<file path="config.mk">
export PLATFORM = sky130hd
export DESIGN_NAME = pc_unit_flat
export DESIGN_NICKNAME = d
export VERILOG_FILES = /design/src/rtl/pc_unit_if.sv /design/src/rtl/pc_unit.sv /design/src/flat_wrapper.sv
export SDC_FILE = /design/constraint.sdc
export NUM_CORES = 1
export LEC_CHECK = 0
export ABC_AREA = 1
export BUFFER_PORTS_ARGS = -buffer_cell sky130_fd_sc_hd__buf_4
export CORE_MARGIN = 2
export CORE_UTILIZATION = 25
export DETAILED_ROUTE_END_ITERATION = 10
export PLACE_DENSITY = 0.49
export SLEW_MARGIN = 30
export SYNTH_ARGS = -nofsm -noshare
export SYNTH_HDL_FRONTEND = slang
export SYNTH_SLANG_ARGS = --single-unit
</file>
<file path="constraint.sdc">
create_clock -name clk -period 3.7 [get_ports clk]
set_input_delay 0 -clock clk [delete_from_list [all_inputs] [get_ports clk]]
set_output_delay 0 -clock clk [all_outputs]
set_load 0.01 [all_outputs]
</file>
<file path="src/rtl/pc_unit_if.sv">
// Control/status bundle between the decoder and the program-counter unit.
// The master (decoder side) drives next-PC controls; the slave (pc_unit) returns fetch address and RAS status.
interface pc_unit_if #(
  parameter int ADDR_W    = 32,
  parameter int RAS_DEPTH = 4
);
  localparam int CNT_W = $clog2(RAS_DEPTH + 1);

  logic              stall;
  logic              exc;
  logic              branch;
  logic              equal;
  logic [ADDR_W-1:0] sign_imm;
  logic              jump;
  logic [25:0]       jump_index;
  logic              jr;
  logic [ADDR_W-1:0] jr_target;
  logic              call;
  logic              ret;

  logic [ADDR_W-1:0] pc;
  logic [ADDR_W-1:0] pc4;
  logic [CNT_W-1:0]  ras_count;
  logic              ras_hit;
  logic              pc_misalign;

  modport master (
    output stall, exc, branch, equal, sign_imm, jump, jump_index,
           jr, jr_target, call, ret,
    input  pc, pc4, ras_count, ras_hit, pc_misalign
  );

  modport slave (
    input  stall, exc, branch, equal, sign_imm, jump, jump_index,
           jr, jr_target, call, ret,
    output pc, pc4, ras_count, ras_hit, pc_misalign
  );
endinterface

</file>
<file path="src/rtl/pc_unit.sv">
// Program counter with branch/jump/register-jump/exception redirect, stall,
// and a circular return-address stack that predicts procedure-return targets.
module pc_unit #(
  parameter int                ADDR_W       = 32,
  parameter logic [ADDR_W-1:0] RESET_VECTOR = '0,
  parameter logic [ADDR_W-1:0] EXC_VECTOR   = ADDR_W'('h380),
  parameter int                RAS_DEPTH    = 4
) (
  input  logic      clk,
  input  logic      rst,
  pc_unit_if.slave  bus
);
  localparam int CNT_W = $clog2(RAS_DEPTH + 1);
  localparam int PTR_W = $clog2(RAS_DEPTH);

  // Architectural state
  logic [ADDR_W-1:0] pc_q, pc_d;
  logic [PTR_W-1:0]  tp_q, tp_d;
  logic [CNT_W-1:0]  count_q, count_d;
  logic [ADDR_W-1:0] ras_q [RAS_DEPTH];
  logic [ADDR_W-1:0] ras_d [RAS_DEPTH];

  // Datapath
  logic [ADDR_W-1:0] pc4;
  logic [ADDR_W-1:0] branch_target;
  logic [ADDR_W-1:0] jump_target;
  logic [ADDR_W-1:0] ras_top;
  logic [ADDR_W-1:0] ret_target;
  logic              ras_nonempty;
  logic              pop_req;
  logic              update;
  logic              unused_sign_msbs;

  assign pc4           = pc_q + ADDR_W'(4);
  assign branch_target = pc4 + {bus.sign_imm[ADDR_W-3:0], 2'b00};
  assign jump_target   = {pc4[ADDR_W-1:28], bus.jump_index, 2'b00};

  // The word offset is shifted left by two, so its top two bits fall off.
  assign unused_sign_msbs = ^bus.sign_imm[ADDR_W-1:ADDR_W-2];

  assign ras_nonempty = (count_q != '0);
  assign ras_top      = ras_q[tp_q];
  assign ret_target   = ras_nonempty ? ras_top : bus.jr_target;
  assign pop_req      = bus.jr & bus.ret & ras_nonempty;
  assign update       = !bus.stall && !bus.exc;

  // Next-PC selection; exception outranks stall so a stalled pipe can still trap.
  always_comb begin
    // NOTE: a default assignment at the top of every always_comb keeps
    // each path fully specified, so no latch can be inferred.
    pc_d = pc4;
    if (bus.exc) begin
      pc_d = EXC_VECTOR;
    end else if (bus.stall) begin
      pc_d = pc_q;
    end else if (bus.jr) begin
      pc_d = bus.ret ? ret_target : bus.jr_target;
    end else if (bus.jump) begin
      pc_d = jump_target;
    end else if (bus.branch && bus.equal) begin
      pc_d = branch_target;
    end
  end

  // Return-address stack: push on call, pop on predicted return, both at once
  // replaces the top in place (jalr through the link register).
  always_comb begin
    ras_d   = ras_q;
    tp_d    = tp_q;
    count_d = count_q;
    if (update) begin
      if (bus.call && pop_req) begin
        ras_d[tp_q] = pc4;
      end else if (bus.call) begin
        ras_d[tp_q + PTR_W'(1)] = pc4;
        tp_d                    = tp_q + PTR_W'(1);
        // When full the oldest slot is the one just overwritten.
        if (count_q != CNT_W'(RAS_DEPTH)) begin
          count_d = count_q + CNT_W'(1);
        end
      end else if (pop_req) begin
        tp_d    = tp_q - PTR_W'(1);
        count_d = count_q - CNT_W'(1);
      end
    end
  end

  // NOTE: sequential state uses non-blocking assignments so every flop
  // samples the pre-edge value regardless of statement order.
  always_ff @(posedge clk or negedge rst) begin
    if (!rst) begin
      pc_q    <= RESET_VECTOR;
      tp_q    <= '0;
      count_q <= '0;
      // NOTE: the RAS array is small and must read as zero after reset,
      // so it is reset explicitly rather than left as plain storage.
      for (int i = 0; i < RAS_DEPTH; i++) begin
        ras_q[i] <= '0;
      end
    end else begin
      pc_q    <= pc_d;
      tp_q    <= tp_d;
      count_q <= count_d;
      ras_q   <= ras_d;
    end
  end

  assign bus.pc          = pc_q;
  assign bus.pc4         = pc4;
  assign bus.ras_count   = count_q;
  assign bus.ras_hit     = pop_req & update;
  assign bus.pc_misalign = |pc_q[1:0];

endmodule

</file>
<file path="src/flat_wrapper.sv">
// flat-port wrapper written by rule: the top's interface ports become plain ports
module pc_unit_flat 
#(
  parameter int                ADDR_W       = 32,
  parameter logic [ADDR_W-1:0] RESET_VECTOR = '0,
  parameter logic [ADDR_W-1:0] EXC_VECTOR   = ADDR_W'('h380),
  parameter int                RAS_DEPTH    = 4
)
  (clk, rst, bus_stall, bus_exc, bus_branch, bus_equal, bus_sign_imm, bus_jump, bus_jump_index, bus_jr, bus_jr_target, bus_call, bus_ret, bus_pc, bus_pc4, bus_ras_count, bus_ras_hit, bus_pc_misalign);
  pc_unit_if #(.ADDR_W(ADDR_W), .RAS_DEPTH(RAS_DEPTH)) bus_i ();
  input  logic clk;
  input  logic rst;
  input wire logic [$bits(bus_i.stall)-1:0] bus_stall;
  input wire logic [$bits(bus_i.exc)-1:0] bus_exc;
  input wire logic [$bits(bus_i.branch)-1:0] bus_branch;
  input wire logic [$bits(bus_i.equal)-1:0] bus_equal;
  input wire logic [$bits(bus_i.sign_imm)-1:0] bus_sign_imm;
  input wire logic [$bits(bus_i.jump)-1:0] bus_jump;
  input wire logic [$bits(bus_i.jump_index)-1:0] bus_jump_index;
  input wire logic [$bits(bus_i.jr)-1:0] bus_jr;
  input wire logic [$bits(bus_i.jr_target)-1:0] bus_jr_target;
  input wire logic [$bits(bus_i.call)-1:0] bus_call;
  input wire logic [$bits(bus_i.ret)-1:0] bus_ret;
  output wire logic [$bits(bus_i.pc)-1:0] bus_pc;
  output wire logic [$bits(bus_i.pc4)-1:0] bus_pc4;
  output wire logic [$bits(bus_i.ras_count)-1:0] bus_ras_count;
  output wire logic [$bits(bus_i.ras_hit)-1:0] bus_ras_hit;
  output wire logic [$bits(bus_i.pc_misalign)-1:0] bus_pc_misalign;
  assign bus_i.stall = bus_stall;
  assign bus_i.exc = bus_exc;
  assign bus_i.branch = bus_branch;
  assign bus_i.equal = bus_equal;
  assign bus_i.sign_imm = bus_sign_imm;
  assign bus_i.jump = bus_jump;
  assign bus_i.jump_index = bus_jump_index;
  assign bus_i.jr = bus_jr;
  assign bus_i.jr_target = bus_jr_target;
  assign bus_i.call = bus_call;
  assign bus_i.ret = bus_ret;
  assign bus_pc = bus_i.pc;
  assign bus_pc4 = bus_i.pc4;
  assign bus_ras_count = bus_i.ras_count;
  assign bus_ras_hit = bus_i.ras_hit;
  assign bus_pc_misalign = bus_i.pc_misalign;
  pc_unit #(.ADDR_W(ADDR_W), .RESET_VECTOR(RESET_VECTOR), .EXC_VECTOR(EXC_VECTOR), .RAS_DEPTH(RAS_DEPTH)) u_core (.clk(clk), .rst(rst), .bus(bus_i));
endmodule
</file>
* After elaboration in Yosys (flattened, before gate mapping) *
Index checks and enable logic that the tools add are counted.

word-level totals
  register bits = 165
  bits of input ports = 100
  output and inout bits = 69

cells by class
  $add $sub $neg = 6
  $lt $le $gt $ge = 4
  equality and inequality tests = 3
  muxes and demuxes = 23
  bitwise operators = 6
  reduce and logical (&&, ||, !) cells = 14

operators by type and width
  kind                                                         count
  2-to-1 mux 32 bit                                            11
  bitwise mux 128 bit                                          2
  2-to-1 mux 128 bit                                           2
  demux 32 bit (select 2 bit)                                  2
  binary-select mux 32 bit (select 2 bit)                      1
  adder 32 x 3 -> 32 bit (second input constant)               1
  adder 32 bit                                                 1
  2-to-1 mux 3 bit                                             3
  greater-or-equal comparator 3 bit (second input constant)    2
  less-than comparator 3 x 1 -> 1 bit (second input constant)  2
  NOT 2 -> 3 bit                                               2
  logical AND 1 bit                                            5
  2-to-1 mux 2 bit                                             2
  inequality test 2 x 1 -> 1 bit (second input constant)       2
  AND reduction 4 bit                                          1
  nonzero test 2 bit                                           2
  adder 3 x 1 -> 3 bit (second input constant)                 1
  AND 1 bit                                                    3
  inequality test 3 bit (second input constant)                1
  AND reduction 3 bit                                          1
  nonzero test 3 bit                                           1
  subtractor 3 x 1 -> 3 bit (second input constant)            1
  adder 2 x 1 -> 2 bit (second input constant)                 1
  zero test 1 bit                                              2
  4 further kinds                                              4

* Logic depth before layout (Yosys ltp) *
  word-level depth = 9
  mapped depth = 24

* Worst setup path before layout *
OpenSTA, ideal clock, no wires.

  path kind = register to register
  start = register u_core.pc_q[2] (netlist: u_core.bus.pc[2])
  end = register u_core.pc_q[23] (netlist: u_core.bus.pc[23])
  arrival time = 2,797 ps
  required time = 3,571 ps
  path slack = 774 ps
  stages on the path, launching flop included = 23
  path buffers = 0
  cells stage by stage = dfrtp_1 -> ha_1 -> nand3_2 -> inv_2 -> nand2_1 -> nor2_2 -> or2_2 -> nand2_1 -> inv_1 -> ha_1 -> nand2_1 -> inv_1 -> nand3_1 -> nor3_1 -> nand2_1 -> nand2_1 -> nand2_1 -> nand2_1 -> nand2_1 -> nand3_1 -> nand2_1 -> nand2_1 -> o21ai_0

between the ends
  word-level cells in the longest chain between the ends = 7

RTL lines
  what                      RTL line            RTL
  start: declaration        pc_unit.sv:17       logic [ADDR_W-1:0] pc_q, pc_d;
  start signal: assignment  pc_unit.sv:101      pc_q <= pc_d;
  adder 32 x 3 -> 32 bit    pc_unit.sv:34       assign pc4 = pc_q + ADDR_W'(4);
  named net bus_pc4[12]     flat_wrapper.sv:25  output wire logic [$bits(bus_i.pc4)-1:0] bus_pc4;
  adder 32 bit              pc_unit.sv:35       assign branch_target = pc4 + {bus.sign_imm[ADDR_W-3:0], 2'b00};
  2-to-1 mux 32 bit         pc_unit.sv:60       end else if (bus.branch && bus.equal) begin
  2-to-1 mux 32 bit         pc_unit.sv:58       end else if (bus.jump) begin
  2-to-1 mux 32 bit         pc_unit.sv:56       end else if (bus.jr) begin
  2-to-1 mux 32 bit         pc_unit.sv:54       end else if (bus.stall) begin
  2-to-1 mux 32 bit         pc_unit.sv:52       if (bus.exc) begin

The timed path passes the listed nets, and every way through them passes these cells. The select of a mux whose other input is x is not followed.
A chain may end at the register's enable or synchronous reset.

* Worst setup path in the final report *
  start = register u_core.pc_q[3] (netlist: u_core.bus.pc[3])
  end = register u_core.pc_q[15] (netlist: u_core.bus.pc[15])

between the ends
  word-level cells in the longest chain between the ends = 7

RTL lines
  what                        RTL line
  adder 32 x 3 -> 32 bit (*)  pc_unit.sv:34
  adder 32 bit                pc_unit.sv:35
  2-to-1 mux 32 bit (*)       pc_unit.sv:60
  2-to-1 mux 32 bit (*)       pc_unit.sv:58
  2-to-1 mux 32 bit (*)       pc_unit.sv:56
  2-to-1 mux 32 bit (*)       pc_unit.sv:54
  2-to-1 mux 32 bit (*)       pc_unit.sv:52

Every way passes the cells marked *; elsewhere a longest branch is shown, timed or not. The select of a mux whose other input is x is not followed.

==> flow_summary.ini <==
[clocking]
clk_pin_slew_ns = 0.07
cts_buffers = 17
clock-sinks = 165
cts_tree = done
cts_root_buf = clkbuf_16
h-tree-depth = 4
clkLatencyLatePin_ns = 0.43
cts_max_path_buffers = 2

[grt]
gr-usage-all-layers_pct = 19.9
antenna_found_initial = 1
grt_first_pass_wirelength_mm = 67.7
grt_max_degree = 91
grt_pass1_vias = 11214
grt_overflow = 0

[worst_setup_path]
crit_top_cell = nand2_1
worstPathArrival_ns = 3.74
startpoint_type = register
cp_cell_sequence = ha_1 -> nand3_2 -> inv_4 -> nand2_2 -> inv_1 -> nand2_1 -> nand2_1 -> inv_1 -> ha_1 -> nand2_1 -> inv_1 -> a21oi_1 -> nor2_1 -> nor2_1 -> nand2_1 -> nand2_1 -> nand2_1 -> o21ai_0 -> nand2_1 -> nand2_1 -> o21ai_0
endpoint_kind = register
crit_type = register to register
required_ns = 4.00
crit_path_top_delay_cell = dfrtp_1
cp_max_fo = 6
critPathMaxStageDelay_ns = 0.44

[floorplanning]
die_x_um = 213
io_pins = 169
die_h_um = 213
die_area_sq_um = 45500
core_area_sq_um = 43200
floorplan.initialDensity_pct = 25.3
rows = 76

[yosys]
synth_xor_area_share_pct = 0.881
synth-async-reset-ratio_pct = 100
syn-num-nets = 1749
ys_ff_latch = 165
syn-mean-instance-area_sq_um = 6.82
synth_compound_area_share_pct = 17.9
yosysUniqueCellTypes = 48
synth-seq-area-share_pct = 37.7
synthAdderAreaFrac_pct = 5.17
yosys_warnings = 0
synthFlopType = dfrtp_1
synth-edff-count = 0
syn_area_sq_um = 10900
synth_top_family_by_area = simple AND/OR/NAND/NOR gates
synth.area.mux_share_pct = 0.103
synthCells = 1605
synthSimpleGateAreaFrac_pct = 30.7

[timing]
hold_viol_final = 0
drv_slew = 0
setup_viol = 0
fin_ws_ns = 0.261
post-route-min-period_ns = 3.44
worstMarginPinSlew_ns = 0.880
rsz0062_at_grt = no
clock_skew_ns = 0.0132
fmax_ghz = 0.291
fin_setup_tns_ns = 0
max_slew_margin_pct = 41.3
fin_crit_sh_pct = 92.9

[final_layout]
area_growth_pct = 27.7
stdcell_count = 2394
drive_gt1_share_pct = 16.3
nNetsFinal = 1941
final_cell_mix = nand2_1, buf_4, o21ai_0, dfrtp_1, inv_1
diodes = 0
final_common_cell = nand2_1

[flow_run]
maxCapViolCount = 0

[drt]
drt_iter0_markers = 739
wl_mm = 44.5
postRouteAntennaNets = 0
routed_via_density = 4.78
drc = 0
wl_per_cell_um = 18.6
firstDrtPassIters = 6
route.vias.total = 11435

[place]
place_ws_ns = 0.0303
place.gp.congestion = 0.939
placed_cells = 2339
dpl.hpwl_mm = 33.3
io_buffers = 166

[pwr]
p_leak_nw = 6.91
power_density_nw_per_um2 = 564
ir_worst_vdd_mv = 0.244

[min_path]
hold_path.class = primary input to register

[run_status]
outcome = completed
## timing repair
action,in CTS,in global routing
endpoints found under the setup margin,0,19
hold buffers,19,0
gates resized for setup,0,13
setup buffers,0,4
hold endpoints to repair,107,0
## power breakdown
part	switching, mW	leakage [nW]	internal [mW]	total, mW
Clock	0.735	0.297	1.11	1.85
Combinational	1.92	4.46	1.16	3.09
Sequential	0.454	2.16	2.50	2.95
## layout make-up
class	instances	area, sq um
Tap cell	585	732
Clock inverter	8	123
Timing Repair Buffer	241	1920
Multi-Input combinational cell	1225	6030
Inverter	147	554
Sequential cell	165	4130
Fill cell	4823	29200
Clock buffer	23	478
## metal layers
metal	track usage [%]	vias up	routed length, um
met5	0	-	12
li1	-	5648	-
met1	27.5	5443	21000
met2	31.7	289	20200
met3	2.90	53	2110
met4	6.59	2	1220
## cell families after synthesis
kind of cell               Yosys count
and+or+nand+nor                    816
AOI/OAI and AO/OA                  353
adders and majority gates           44
muxes                                1
xor gates and xnor gates            11
buffers and inverters              215
DFF                                165
## stage by stage
stage | hold WS, ns | cell area [sq um] | power [mW] | utilization (%)
floorplan | -0.296 | 10900 | 4.87 | -
global placement | 0.151 | 13100 | 5.99 | 30.3
detailed placement | 0.148 | 13100 | 6.03 | 30.3
CTS | 0.00281 | 13900 | 7.93 | 32.1
global route | 0.0449 | 14000 | 8.52 | 32.3
finish | 0.0163 | 14000 | 7.88 | 32.3
## worst max-delay path, delay by kind of cell, from the launching register on
family / cells / cell delay, ns
compound gates: 3 / 0.49
buf+inv: 4 / 0.50
flops: 1 / 0.44
simple gates: 12 / 1.26
fa+ha+maj: 2 / 0.60
## path summary, 6_finish.rpt
check / endpoint / cells after the start / startpoint / slack [ns]
max: u_core.bus.pc[15]$_DFFE_PN0P_ / 21 / u_core.bus.pc[3]$_DFFE_PN0P_ / 0.26
min: u_core.bus.pc[4]$_DFFE_PN0P_ / 4 / bus_jump_index[2] / 0.02
max reg2reg: u_core.bus.pc[15]$_DFFE_PN0P_ / 21 / u_core.bus.pc[3]$_DFFE_PN0P_ / 0.26
min reg2reg: u_core.ras_q[41]$_DFFE_PN0P_ / 2 / u_core.ras_q[41]$_DFFE_PN0P_ / 0.48
max in group asynchronous: u_core.ras_q[116]$_DFFE_PN0P_ / 3 / rst / 2.87
min in group asynchronous: u_core.bus.ras_count[0]$_DFFE_PN0P_ / 2 / rst / 0.05
## synthesized netlist by cell type (2+ instances only)
library cell / n / area share [%]
a21o_1: 6 / 0.41
a21oi_1: 109 / 5.0
a221oi_1: 15 / 1.2
a31oi_1: 4 / 0.23
buf_1: 3 / 0.10
buf_2: 7 / 0.32
buf_4: 2 / 0.14
clkbuf_1: 56 / 1.9
dfrtp_1: 165 / 38
fa_1: 2 / 0.37
ha_1: 42 / 4.8
inv_1: 141 / 4.8
inv_2: 5 / 0.17
nand2_1: 529 / 18
nand2_2: 3 / 0.17
nand3_1: 94 / 4.3
nand3_2: 2 / 0.18
nand3b_1: 8 / 0.55
nand4_1: 12 / 0.69
nor2_1: 130 / 4.5
nor2_2: 4 / 0.23
nor2_4: 3 / 0.31
nor3_1: 17 / 0.78
nor3_2: 2 / 0.18
nor4_1: 3 / 0.17
o2111ai_1: 4 / 0.32
o211ai_1: 7 / 0.48
o21ai_0: 172 / 7.9
o21ai_1: 9 / 0.41
o21bai_1: 4 / 0.27
o221a_2: 3 / 0.31
o221ai_1: 6 / 0.48
o22ai_1: 7 / 0.40
or2_2: 6 / 0.34
xnor2_1: 3 / 0.24
xor2_1: 8 / 0.64
## sequential cells by signal, indices dropped and copies added (netlist names)
register / count
u_core.bus.pc: 32
u_core.bus.ras_count: 3
u_core.ras_q: 128
u_core.tp_q: 2
Power figures use the tool's default switching activity.
